## src/rtl/ps2_pkg.sv

```systemverilog
// ps2_pkg: shared PS/2 definitions for the host transmit and keyboard receive paths.
//   state_e      - host transmit FSM states
//   FRAME_BITS   - bits in one PS/2 frame (start, 8 data, parity, stop)
//   CMD_* / RSP_ - common keyboard command and response bytes
//   odd_parity() - parity bit that makes the 9-bit {parity, data} odd
package ps2_pkg;

    typedef enum logic [2:0] {
        IDLE,
        INHIBIT,
        REQ,
        SHIFT,
        ACK,
        WAIT_IDLE
    } state_e;

    localparam int unsigned FRAME_BITS = 11;

    localparam logic [7:0] CMD_SET_LEDS = 8'hED;
    localparam logic [7:0] CMD_ENABLE   = 8'hF4;
    localparam logic [7:0] CMD_RESET    = 8'hFF;
    localparam logic [7:0] RSP_ACK      = 8'hFA;

    function automatic logic odd_parity(input logic [7:0] d);
        return ~^d;
    endfunction

endpackage

```

## src/rtl/ps2_line_sync.sv

```systemverilog
// ps2_line_sync: 2-flop synchronizer for the raw PS/2 clock and data pins plus
// a one-cycle strobe on each synchronized clock falling edge.
//   clk_i      in  system clock
//   rst_ni     in  synchronous active-low reset
//   ps2_clk_i  in  raw PS2_CLK pin level
//   ps2_dat_i  in  raw PS2_DAT pin level
//   clk_s_o    out synchronized clock level
//   dat_s_o    out synchronized data level
//   fall_o     out high for one cycle after a synchronized clock falling edge
module ps2_line_sync (
    input  logic clk_i,
    input  logic rst_ni,
    input  logic ps2_clk_i,
    input  logic ps2_dat_i,
    output logic clk_s_o,
    output logic dat_s_o,
    output logic fall_o
);

    logic [1:0] clk_sync_q;
    logic [1:0] dat_sync_q;
    logic       clk_prev_q;

    // Reset to the idle (high) line level so leaving reset never fakes an edge.
    always_ff @(posedge clk_i) begin
        if (!rst_ni) begin
            clk_sync_q <= '1;
            dat_sync_q <= '1;
            clk_prev_q <= 1'b1;
        end else begin
            clk_sync_q <= {clk_sync_q[0], ps2_clk_i};
            dat_sync_q <= {dat_sync_q[0], ps2_dat_i};
            clk_prev_q <= clk_sync_q[1];
        end
    end

    assign clk_s_o = clk_sync_q[1];
    assign dat_s_o = dat_sync_q[1];
    assign fall_o  = clk_prev_q & ~clk_sync_q[1];

endmodule

```

## src/rtl/ps2_host_tx.sv

```systemverilog
// ps2_host_tx: host-to-device PS/2 transmitter. Sends one command byte using the
// request-to-send sequence and reports the device ACK/NACK.
// Optional feature macro: PS2_TX_TIMEOUT_EN enables the frame watchdog.
//   clk         in  system clock
//   rst_n       in  synchronous active-low reset
//   tx_data     in  command byte, captured on accept
//   tx_valid    in  request to send; accepted when tx_ready is high
//   tx_ready    out high only while idle
//   tx_done     out one-cycle pulse: byte ACKed and line idle
//   tx_error    out one-cycle pulse: NACK (or watchdog timeout)
//   busy        out high whenever not idle; gates the receiver
//   ps2_clk_in  in  raw PS2_CLK pin level
//   ps2_dat_in  in  raw PS2_DAT pin level
//   ps2_clk_oe  out 1 = pull PS2_CLK low
//   ps2_dat_oe  out 1 = pull PS2_DAT low
module ps2_host_tx
    import ps2_pkg::*;
#(
    parameter int unsigned INHIBIT_CYCLES = 5000,
    parameter int unsigned TIMEOUT_CYCLES = 100000
) (
    input  logic       clk,
    input  logic       rst_n,
    input  logic [7:0] tx_data,
    input  logic       tx_valid,
    output logic       tx_ready,
    output logic       tx_done,
    output logic       tx_error,
    output logic       busy,
    input  logic       ps2_clk_in,
    input  logic       ps2_dat_in,
    output logic       ps2_clk_oe,
    output logic       ps2_dat_oe
);

    // One cycle counter serves the inhibit window and, when enabled, the
    // watchdog; the two never run at the same time.
    localparam int unsigned CNT_MAX = (INHIBIT_CYCLES > TIMEOUT_CYCLES) ?
                                      INHIBIT_CYCLES : TIMEOUT_CYCLES;
    localparam int unsigned CNT_W   = $clog2(CNT_MAX + 1);

    state_e           state_q, state_d;
    logic [7:0]       data_q, data_d;
    logic             par_q, par_d;
    logic [3:0]       bit_cnt_q, bit_cnt_d;
    logic [CNT_W-1:0] cnt_q, cnt_d;
    logic             ok_q, ok_d;
    logic             done_q, done_d;
    logic             err_q, err_d;

    logic clk_s, dat_s, fall;

    ps2_line_sync u_sync (
        .clk_i     (clk),
        .rst_ni    (rst_n),
        .ps2_clk_i (ps2_clk_in),
        .ps2_dat_i (ps2_dat_in),
        .clk_s_o   (clk_s),
        .dat_s_o   (dat_s),
        .fall_o    (fall)
    );

    always_ff @(posedge clk) begin
        if (!rst_n) begin
            state_q   <= IDLE;
            data_q    <= '0;
            par_q     <= 1'b0;
            bit_cnt_q <= '0;
            cnt_q     <= '0;
            ok_q      <= 1'b0;
            done_q    <= 1'b0;
            err_q     <= 1'b0;
        end else begin
            state_q   <= state_d;
            data_q    <= data_d;
            par_q     <= par_d;
            bit_cnt_q <= bit_cnt_d;
            cnt_q     <= cnt_d;
            ok_q      <= ok_d;
            done_q    <= done_d;
            err_q     <= err_d;
        end
    end

    always_comb begin
        state_d    = state_q;
        data_d     = data_q;
        par_d      = par_q;
        bit_cnt_d  = bit_cnt_q;
        cnt_d      = '0;
        ok_d       = ok_q;
        done_d     = 1'b0;
        err_d      = 1'b0;
        ps2_clk_oe = 1'b0;
        ps2_dat_oe = 1'b0;

        unique case (state_q)
            IDLE: begin
                if (tx_valid) begin
                    data_d    = tx_data;
                    par_d     = odd_parity(tx_data);
                    bit_cnt_d = '0;
                    ok_d      = 1'b0;
                    state_d   = INHIBIT;
                end
            end
            INHIBIT: begin
                ps2_clk_oe = 1'b1;
                cnt_d      = cnt_q + 1'b1;
                if (cnt_q == CNT_W'(INHIBIT_CYCLES - 1)) begin
                    cnt_d   = '0;
                    state_d = REQ;
                end
            end
            REQ: begin
                ps2_clk_oe = 1'b1;
                ps2_dat_oe = 1'b1;
                state_d    = SHIFT;
            end
            SHIFT: begin
                // bit_cnt counts device clock falls seen: 0 = start bit still
                // on the line, 1..8 = data LSB first, 9 = parity.
                if (bit_cnt_q == 4'd0) begin
                    ps2_dat_oe = 1'b1;
                end else if (bit_cnt_q <= 4'd8) begin
                    ps2_dat_oe = ~data_q[3'(bit_cnt_q - 4'd1)];
                end else begin
                    ps2_dat_oe = ~par_q;
                end
                if (fall) begin
                    bit_cnt_d = bit_cnt_q + 4'd1;
                    if (bit_cnt_q == 4'(FRAME_BITS - 2)) begin
                        state_d = ACK;
                    end
                end
            end
            ACK: begin
                if (fall) begin
                    ok_d    = ~dat_s;
                    state_d = WAIT_IDLE;
                end
            end
            WAIT_IDLE: begin
                if (clk_s && dat_s) begin
                    done_d  = ok_q;
                    err_d   = ~ok_q;
                    state_d = IDLE;
                end
            end
            default: state_d = IDLE;
        endcase

`ifdef PS2_TX_TIMEOUT_EN
        // Timeout overrides a same-cycle completion so done/error stay exclusive.
        if (state_q inside {SHIFT, ACK, WAIT_IDLE}) begin
            if (cnt_q == CNT_W'(TIMEOUT_CYCLES - 1)) begin
                done_d  = 1'b0;
                err_d   = 1'b1;
                cnt_d   = '0;
                state_d = IDLE;
            end else if (state_d != IDLE) begin
                cnt_d = cnt_q + 1'b1;
            end
        end
`endif
    end

    assign tx_ready = (state_q == IDLE);
    assign busy     = (state_q != IDLE);
    assign tx_done  = done_q;
    assign tx_error = err_q;

endmodule

```

## config.mk

```make
export PLATFORM = sky130hd
export DESIGN_NAME = ps2_host_tx
export DESIGN_NICKNAME = d
export VERILOG_FILES = /design/src/rtl/ps2_pkg.sv /design/src/rtl/ps2_line_sync.sv /design/src/rtl/ps2_host_tx.sv
export SDC_FILE = /design/constraint.sdc
export NUM_CORES = 1
export LEC_CHECK = 0
export BUFFER_PORTS_ARGS = -buffer_cell sky130_fd_sc_hd__buf_4
export CAP_MARGIN = 15
export CORE_ASPECT_RATIO = 1.2
export CORE_MARGIN = 3
export CORE_UTILIZATION = 57
export DETAILED_ROUTE_END_ITERATION = 6
export GPL_TIMING_DRIVEN = 0
export PLACE_DENSITY_LB_ADDON = 0.12
export SLEW_MARGIN = 30
export SYNTH_ARGS = -nofsm -noshare
export SYNTH_HDL_FRONTEND = slang
export SYNTH_SLANG_ARGS = --single-unit
```

## constraint.sdc

```tcl
create_clock -name clk -period 2.86 [get_ports clk]
set_input_delay 0.143 -clock clk [delete_from_list [all_inputs] [get_ports clk]]
set_output_delay 0.143 -clock clk [all_outputs]
set_load 0.05 [all_outputs]
```

==> results of run 1 <==
flip-flops by register name, summed over array words and instances, names as in the netlist:
signal / cells
cnt_q: 17
data_q: 8
bit_cnt_q: 4
state_q: 3
u_sync.clk_sync_q: 2
u_sync.dat_sync_q: 2
ok_q: 1
par_q: 1
tx_done: 1
tx_error: 1
u_sync.clk_prev_q: 1
routing by layer:
| layer | up-vias | track usage, % |
|---|---|---|
| met5 | - | 0 |
| met4 | 0 | 8.060 |
| met3 | 10 | 5.214 |
| met2 | 22 | 35.50 |
| met1 | 724 | 23.18 |
| li1 | 785 | - |
power groups by stage:
stage / registers, uW / logic [uW] / clock network (uW)
after floorplan: 603 / 67.8 / 0
after global routing: 595 / 115 / 362
after detailed placement: 606 / 103 / 0
after global placement: 605 / 98.4 / 0
after CTS: 593 / 106 / 337
final: 593 / 105 / 328
synthesized netlist by cell type (all sizes together), types with 2 or more instances:
cell / n
a21boi: 8
a21oi: 6
a31oi: 2
and2: 3
and3: 7
and4: 3
buf: 4
clkbuf: 5
dfxtp: 41
ha: 5
inv: 5
mux2i: 2
mux4: 2
nand2: 29
nand2b: 8
nand3: 7
nand4: 5
nor2: 26
nor2b: 5
nor3: 3
nor4: 3
nor4b: 2
xnor2: 12
xor2: 14
stage by stage:
step / power, uW / std cells / util (%) / hold slack [ps]
after CTS: 1036 / 281 / 69.66 / 43.59
final: 1026 / 281 / 69.66 / 55.25
after floorplan: 671.0 / 217 / - / 244.5
after global routing: 1072 / 281 / 69.66 / 39.53
after global placement: 703.1 / 271 / 66.75 / 324.4
after detailed placement: 708.6 / 271 / 66.75 / 330.8
layout make-up:
cell class / count / area, sq um
Multi-Input combinational cell: 162 / 1036
Fill cell: 256 / 952.2
Sequential cell: 41 / 822.0
Timing Repair Buffer: 20 / 155.1
Clock buffer: 7 / 65.06
Tap cell: 36 / 45.04
Buffer: 9 / 38.79
Inverter: 5 / 18.77
Clock inverter: 1 / 5.005
placed cells by master, fill, tap and decap left out, types with 2 or more instances in the layout:
| cell type | Yosys | layout |
|---|---|---|
| sky130_fd_sc_hd__ha_1 | 5 | 5 |
| sky130_fd_sc_hd__a31oi_1 | 2 | 2 |
| sky130_fd_sc_hd__and3_1 | 7 | 7 |
| sky130_fd_sc_hd__a21oi_1 | 5 | 5 |
| sky130_fd_sc_hd__nand3_1 | 7 | 7 |
| sky130_fd_sc_hd__a21boi_0 | 8 | 8 |
| sky130_fd_sc_hd__and4_1 | 3 | 3 |
| sky130_fd_sc_hd__dfxtp_1 | 41 | 40 |
| sky130_fd_sc_hd__xnor2_1 | 12 | 12 |
| sky130_fd_sc_hd__clkbuf_8 | 0 | 2 |
| sky130_fd_sc_hd__buf_4 | 0 | 18 |
| sky130_fd_sc_hd__nand4_1 | 5 | 5 |
| sky130_fd_sc_hd__and2_1 | 3 | 3 |
| sky130_fd_sc_hd__nor4b_1 | 2 | 2 |
| sky130_fd_sc_hd__buf_2 | 4 | 4 |
| sky130_fd_sc_hd__inv_1 | 5 | 5 |
| sky130_fd_sc_hd__nor4_1 | 3 | 3 |
| sky130_fd_sc_hd__nand2b_1 | 8 | 8 |
| sky130_fd_sc_hd__nor2b_1 | 5 | 5 |
| sky130_fd_sc_hd__mux2i_1 | 2 | 2 |
| sky130_fd_sc_hd__clkbuf_4 | 0 | 5 |
| sky130_fd_sc_hd__nor2_1 | 26 | 26 |
| sky130_fd_sc_hd__clkbuf_1 | 5 | 5 |
| sky130_fd_sc_hd__nand2_1 | 29 | 29 |
| sky130_fd_sc_hd__xor2_1 | 14 | 14 |
| sky130_fd_sc_hd__nor3_1 | 3 | 3 |
| sky130_fd_sc_hd__dlygate4sd3_1 | 0 | 2 |
logic make-up (layout without fill, tap and decap cells):
| group | count (synthesis) | in the layout | share of synthesized area (%) |
|---|---|---|---|
| multiplexers | 4 | 4 | 3.595 |
| XOR/XNOR | 26 | 26 | 11.90 |
| flip-flops | 41 | 41 | 42.88 |
| adder cells (fa/ha/maj) | 5 | 5 | 3.268 |
| AO/OA/AOI/OAI | 23 | 23 | 8.105 |
| AND/OR/NAND/NOR | 104 | 104 | 27.25 |
| buffers and inverters | 14 | 42 | 3.007 |
critical path: cells and delay by family, from the launching register on:
| family | cells | cell delay, ps |
|---|---|---|
| AOI/OAI and AO/OA | 3 | 410 |
| adders and majority gates | 1 | 340 |
| buffers and inverters | 2 | 280 |
| DFF | 1 | 430 |
| muxes | 2 | 750 |
how the worst max path moves through the flow:
stage	startpoint	to	slack, ps	cells past startpoint
final	bit_cnt_q[0]$_SDFFE_PN0P_	ps2_dat_oe	150	8
after global routing	bit_cnt_q[0]$_SDFFE_PN0P_	ps2_dat_oe	7	8
after CTS	bit_cnt_q[0]$_SDFFE_PN0P_	ps2_dat_oe	110	8
after detailed placement	bit_cnt_q[0]$_SDFFE_PN0P_	ps2_dat_oe	410	8
after global placement	bit_cnt_q[0]$_SDFFE_PN0P_	ps2_dat_oe	420	8
after floorplan	bit_cnt_q[0]$_SDFFE_PN0P_	ps2_dat_oe	430	7
timing repair:
| item | 4_1_cts | 5_1_grt |
|---|---|---|
| endpoints found under the hold margin | 2 | 0 |
| setup endpoints to repair | 1 | 0 |
| hold buffers | 2 | 0 |
| gates resized for setup | 1 | 0 |
==> qor.csv, run 1 <==
metric,value,unit
Detailed Routing Iterations Pass 1,4,
synth unique cells,36,
buffer depth of the longest clock path,2,
total standard cell area after synthesis,1914,sq um
Critical Path RT,2720,ps
post-CTS setup buffer count,0,
area of all placed cells without fillers,2186,sq um
fin worst setup slack,154.4,ps
"Endpoint, Worst Hold",data_q[7]$_SDFFE_PN0P_,
Tightest Pin Transition,422.0,ps
Hold/Removal Path Class,input port to flop,
relative contribution of combinational cells to total power,10.2,%
area of the die,4093,sq um
Area contributors post-synth,"sky130_fd_sc_hd__dfxtp_1 (43%), sky130_fd_sc_hd__xor2_1 (6.4%), sky130_fd_sc_hd__nand2_1 (5.7%)",
Yosys top cell by area,sky130_fd_sc_hd__dfxtp_1,
clock tree from TritonCTS,done,
count of mapped cells out of synthesis,217,
Worst Min Path Start,tx_data[7],
total of flip-flops plus latches after synthesis,41,
final worst path period share,94.60,%
clk root buf,sky130_fd_sc_hd__clkbuf_4,
amount of wire on met3 after detailed routing,107,um
async set-or-reset flop fraction in the synthesized netlist,0,%
DRC,0,
met2 wire length,2.010,mm
critical-path cell list,"inv_1, ha_1, mux4_1, mux2i_1, a21oi_1, a21o_1, a21oi_2, buf_4",
number of warnings issued by yosys,0,
unrepaired setup endpoints after global routing,no,
antenna diode instance count,0,
Crit. End Element,primary output,
via density per instance,5.484,
highest metal layer with signal wires,met4,
Layout area overhead,14.18,%
number of hold-slack violations in the final timing report,0,
number of enable-type register cells in the synthesized netlist,0,
net switching power,251.9,uW
total number of nets in the final design,262,
total nets after synthesis,235,
average instance area after synthesis,8.822,sq um
Initial Util,61.00,%
clock edge transition at the registers on the reported setup and hold paths,120,ps
via count of the first global-routing pass,1556,
Max transition margin,71.65,%
CTS H-Tree Depth,2,
top cell type's share of synthesized area,42.88,%
sequential power share,57.8,%
area post-placement,2095,sq um
reg-to-reg endpoint,cnt_q[13]$_SDFF_PP0_,
detailed-route wire length per cell,13.35,um
gp weighted congestion,0.8102,
share of post-route cells with drive strength above 1,13.47,%
cell-internal power,773.9,uW
Via Count,1541,
Post-Route Skew,6.195,ps
maximum clock rate,369.6,MHz
I/O pin cnt,19,
total of max-cap violations,0,
"antenna viol nets, final",0,
cell depth of the worst min-delay path,3,
sequential-to-total area share from yosys stat,42.88,%
pin count of the biggest net entering global routing,13,
number of DRC markers after the initial detailed-route iteration,74,
count of input and output buffers,18,
share of total power consumed by net switching,24.55,%
global routing usage summed across all routing layers,20.46,%
Static Leak,0.0008674,uW
antenna violations before repair,0,
largest driver fanout on the critical path,7,
maximum vdd ir drop,0.3966,mV
power share of the clock group,32.0,%
final worst path period need,2706,ps
final setup violation count,0,
aggregate global routing overflow,0,
Final HPWL DP,2.766,mm
result of the run,completed,
Setup Total Neg Slack,0,ps
total count of max-transition violations in the final report,0,
DIE WIDTH,58.91,um
register-to-register setup slack,1050,ps
startpoint type of the worst setup path,flop,
pre-CTS setup slack,409.1,ps
reg2reg start,cnt_q[0]$_SDFF_PP0_,
category of the most critical setup path,flop to primary output,
insertion delay to the later sink of the worst-skew pair,350,ps
Num CTS Buffers,5,
delay of the slowest cell on the worst path,560,ps
sum of routed wire segments on met1,1.548,mm
slowest cell on the critical path,sky130_fd_sc_hd__mux4_1,
first-pass GRT wire length,6.548,mm
Clock Sink Count,41,
Synth Flop Type,sky130_fd_sc_hd__dfxtp_1,
Std-Cell Rows,22,
Critical Path AT,2560,ps
vertical die dimension,69.49,um
FF-to-FF path depth,6,
placeable core region,3138,sq um
Post-Route WL,3.750,mm
P per Cell Area,469.3,nW/um^2
Power figures use the tool's default switching activity.
==> run 2: changes to the inputs <==
--- a/config.mk
+++ b/config.mk
@@ -5,15 +5,17 @@
 export SDC_FILE = /design/constraint.sdc
 export NUM_CORES = 1
 export LEC_CHECK = 0
+export ABC_AREA = 1
 export BUFFER_PORTS_ARGS = -buffer_cell sky130_fd_sc_hd__buf_4
 export CAP_MARGIN = 15
 export CORE_ASPECT_RATIO = 1.2
 export CORE_MARGIN = 3
-export CORE_UTILIZATION = 57
+export CORE_UTILIZATION = 59
 export DETAILED_ROUTE_END_ITERATION = 6
 export GPL_TIMING_DRIVEN = 0
 export PLACE_DENSITY_LB_ADDON = 0.12
 export SLEW_MARGIN = 30
 export SYNTH_ARGS = -nofsm -noshare
 export SYNTH_HDL_FRONTEND = slang
+export SYNTH_HIERARCHICAL = 1
 export SYNTH_SLANG_ARGS = --single-unit
==> qor.csv, run 2 <==
metric,value,unit
result of the run,completed,
cell depth of the worst min-delay path,3,
Layout area overhead,12.20,%
number of DRC markers after the initial detailed-route iteration,85,
net switching power,367.3,uW
amount of wire on met3 after detailed routing,109,um
detailed-route wire length per cell,11.53,um
Critical Path RT,2720,ps
highest metal layer with signal wires,met4,
final core utilization,70.92,%
FF-to-FF path depth,9,
clk root buf,sky130_fd_sc_hd__clkbuf_8,
category of the most critical setup path,flop to primary output,
"Endpoint, Worst Hold",u_sync/clk_sync_q[0]$_SDFF_PN1_,
I/O pin cnt,19,
total of max-cap violations,0,
share of total power consumed by net switching,30.15,%
antenna diode instance count,0,
number of enable-type register cells in the synthesized netlist,0,
WP buf/inv,4,
Max transition margin,77.45,%
total standard cell area after synthesis,2165,sq um
Detailed Routing Iterations Pass 1,4,
number of warnings issued by yosys,6,
buffer depth of the longest clock path,2,
largest registers in the final layout,"cnt_q: 17 flops, data_q: 8 flops, bit_cnt_q: 4 flops",
sequential-to-total area share from yosys stat,37.92,%
Post-Route WL,4.175,mm
count of input and output buffers,18,
aggregate global routing overflow,0,
cell-internal power,850.7,uW
Crit. End Element,primary output,
power share of the clock group,29.2,%
antenna violations before repair,0,
P per Cell Area,501.5,nW/um^2
final worst path period share,84.45,%
Top Family by Delay on Critical Path,buffers and inverters,
reg2reg start,cnt_q[0]$_SDFF_PP0_,
final setup violation count,0,
startpoint type of the worst setup path,flop,
insertion delay to the later sink of the worst-skew pair,290,ps
total count of max-transition violations in the final report,0,
"leading cell type in the layout, fill and taps excluded",sky130_fd_sc_hd__nand2_1,
post-CTS setup buffer count,0,
reg-to-reg endpoint,cnt_q[6]$_SDFF_PP0_,
area of the die,4434,sq um
maximum vdd ir drop,0.3648,mV
post-CTS resize count,0,
delay of the slowest cell on the worst path,380,ps
total number of nets in the final design,342,
most common cell in the synthesized netlist,sky130_fd_sc_hd__nand2_1,
Clock Sink Count,41,
DRC,0,
share of post-route cells with drive strength above 1,16.31,%
Worst Min Path Start,ps2_clk_in,
number of filler instances in the final layout,312,
largest driver fanout on the critical path,10,
CTS H-Tree Depth,2,
via count of the first global-routing pass,1780,
Area contributors post-synth,"sky130_fd_sc_hd__dfxtp_1 (38%), sky130_fd_sc_hd__nand2_1 (9.7%), sky130_fd_sc_hd__inv_1 (6.9%)",
sequential power share,49.9,%
Post-synth top cells,"sky130_fd_sc_hd__nand2_1 (56), sky130_fd_sc_hd__dfxtp_1 (41), sky130_fd_sc_hd__inv_1 (40), sky130_fd_sc_hd__nor2_1 (33), sky130_fd_sc_hd__a21oi_1 (26)",
slowest cell on the critical path,sky130_fd_sc_hd__dfxtp_1,
top cell type's share of synthesized area,37.92,%
clock tree from TritonCTS,done,
max reg flops,17,
gp weighted congestion,0.9206,
global routing usage summed across all routing layers,21.12,%
clock edge transition at the registers on the reported setup and hold paths,70,ps
number of hold-slack violations in the final timing report,0,
first-pass GRT wire length,7.182,mm
sum of routed wire segments on met1,1.813,mm
vertical die dimension,72.35,um
relative contribution of combinational cells to total power,20.9,%
Initial Util,63.21,%
synth unique cells,35,
count of mapped cells out of synthesis,299,
Tightest Pin Transition,338.3,ps
Std-Cell Rows,23,
Critical Path AT,2270,ps
DIE WIDTH,61.29,um
Setup Total Neg Slack,0,ps
critical-path cell list,"clkbuf_1, inv_1, ha_1, inv_1, a21oi_1, o21ai_0, nand3b_1, nand3b_1, a21oi_1, buf_4",
Post-Route Skew,6.123,ps
total nets after synthesis,317,
register name with the most flops,cnt_q,
Num CTS Buffers,5,
pin count of the biggest net entering global routing,13,
async set-or-reset flop fraction in the synthesized netlist,0,%
Hold/Removal Path Class,input port to flop,
unrepaired setup endpoints after global routing,no,
total of flip-flops plus latches after synthesis,41,
"commonest non-fill, non-tap cells in the layout","sky130_fd_sc_hd__nand2_1 (56), sky130_fd_sc_hd__dfxtp_1 (41), sky130_fd_sc_hd__inv_1 (40), sky130_fd_sc_hd__nor2_1 (33), sky130_fd_sc_hd__a21oi_1 (26)",
CTS Hold Bufs,0,
Final HPWL DP,3.211,mm
maximum clock rate,414.0,MHz
total power after layout,1218,uW
met2 wire length,2.172,mm
final worst path period need,2415,ps
via density per instance,5.218,
Via Count,1889,
Synth Flop Type,sky130_fd_sc_hd__dfxtp_1,
"antenna viol nets, final",0,
average instance area after synthesis,7.239,sq um
Static Leak,0.001015,uW
placeable core region,3425,sq um
Yosys top cell by area,sky130_fd_sc_hd__dfxtp_1,
register-to-register setup slack,1310,ps
-- run 2: changes by cell type in the layout (fill, tap and decap cells not counted), moves of 8 or more --
cell / delta
sky130_fd_sc_hd__nand2b_1: -8
sky130_fd_sc_hd__a21boi_0: -8
sky130_fd_sc_hd__a21oi_1: +21
sky130_fd_sc_hd__nand2_1: +27
sky130_fd_sc_hd__o21ai_0: +15
sky130_fd_sc_hd__inv_1: +35
sky130_fd_sc_hd__nand3_1: +10
-- run 2: power by group through the flow --
| stage | Combinational, uW | Sequential [uW] | Clock, uW |
|---|---|---|---|
| floorplan | 187 | 618 | 0 |
| global placement | 250 | 621 | 0 |
| detailed placement | 254 | 621 | 0 |
| CTS | 256 | 607 | 369 |
| global route | 280 | 611 | 389 |
| finish | 255 | 608 | 355 |
-- run 2: worst max path at each step --
stage          slack, ps  depth (start not counted)          to                      start
6_report             440                         10  ps2_dat_oe  bit_cnt_q[0]$_SDFFE_PN0P_
5_1_grt              230                         10  ps2_dat_oe  bit_cnt_q[0]$_SDFFE_PN0P_
4_1_cts              410                         10  ps2_dat_oe  bit_cnt_q[0]$_SDFFE_PN0P_
3_5_place_dp         730                         10  ps2_dat_oe  bit_cnt_q[0]$_SDFFE_PN0P_
3_3_place_gp         760                         10  ps2_dat_oe  bit_cnt_q[0]$_SDFFE_PN0P_
2_1_floorplan        530                          9  ps2_dat_oe  bit_cnt_q[0]$_SDFFE_PN0P_
-- run 2: logic make-up after synthesis --
| kind of cell | Yosys count | synth area share, % |
|---|---|---|
| buffers and inverters | 51 | 10.11 |
| AO/OA/AOI/OAI | 48 | 11.68 |
| XOR/XNOR | 14 | 5.665 |
| flip-flops | 41 | 37.92 |
| AND/OR/NAND/NOR | 140 | 31.73 |
| adder cells (fa/ha/maj) | 5 | 2.890 |
-- run 2: worst register-to-register path, cell delays in order, from the launching register on --
cell and delay [ps]:
sky130_fd_sc_hd__dfxtp_1 360, sky130_fd_sc_hd__ha_1 190, sky130_fd_sc_hd__nand2_2 80, sky130_fd_sc_hd__inv_1 130
sky130_fd_sc_hd__nand2_1 70, sky130_fd_sc_hd__nor2_1 120, sky130_fd_sc_hd__nand2_1 90, sky130_fd_sc_hd__nand3_2 170
sky130_fd_sc_hd__buf_6 180, sky130_fd_sc_hd__nor2_1 60
-- run 2: metrics by stage --
step	cell area, sq um	worst slack, ps	std cells	hold WS [ps]
2_1_floorplan	2165	529.4	299	211.7
3_3_place_gp	2346	762.1	354	314.1
3_5_place_dp	2346	734.4	354	316.2
4_1_cts	2429	414.2	362	12.60
5_1_grt	2429	230.3	362	14.38
6_report	2429	444.8	362	21.70
-- run 2: layout make-up --
cell class                 instances  area (sq um)  area share, %
timing repair buffer              18         135.1          5.564
tap                               37         46.29          1.906
clock inverter                     2         10.01         0.4122
clock buffer                       6         72.57          2.988
multi-input combinational        207          1125          46.32
buffer                             6         46.29          1.906
inverter                          45         172.7          7.110
sequential                        41         820.8          33.80
-- run 2: layer usage --
layer  up-vias  GRT usage (%)
li1       1000              -
met3         8          4.270
met5         -              0
met1       857          23.92
met2        24          37.18
met4         0          8.916
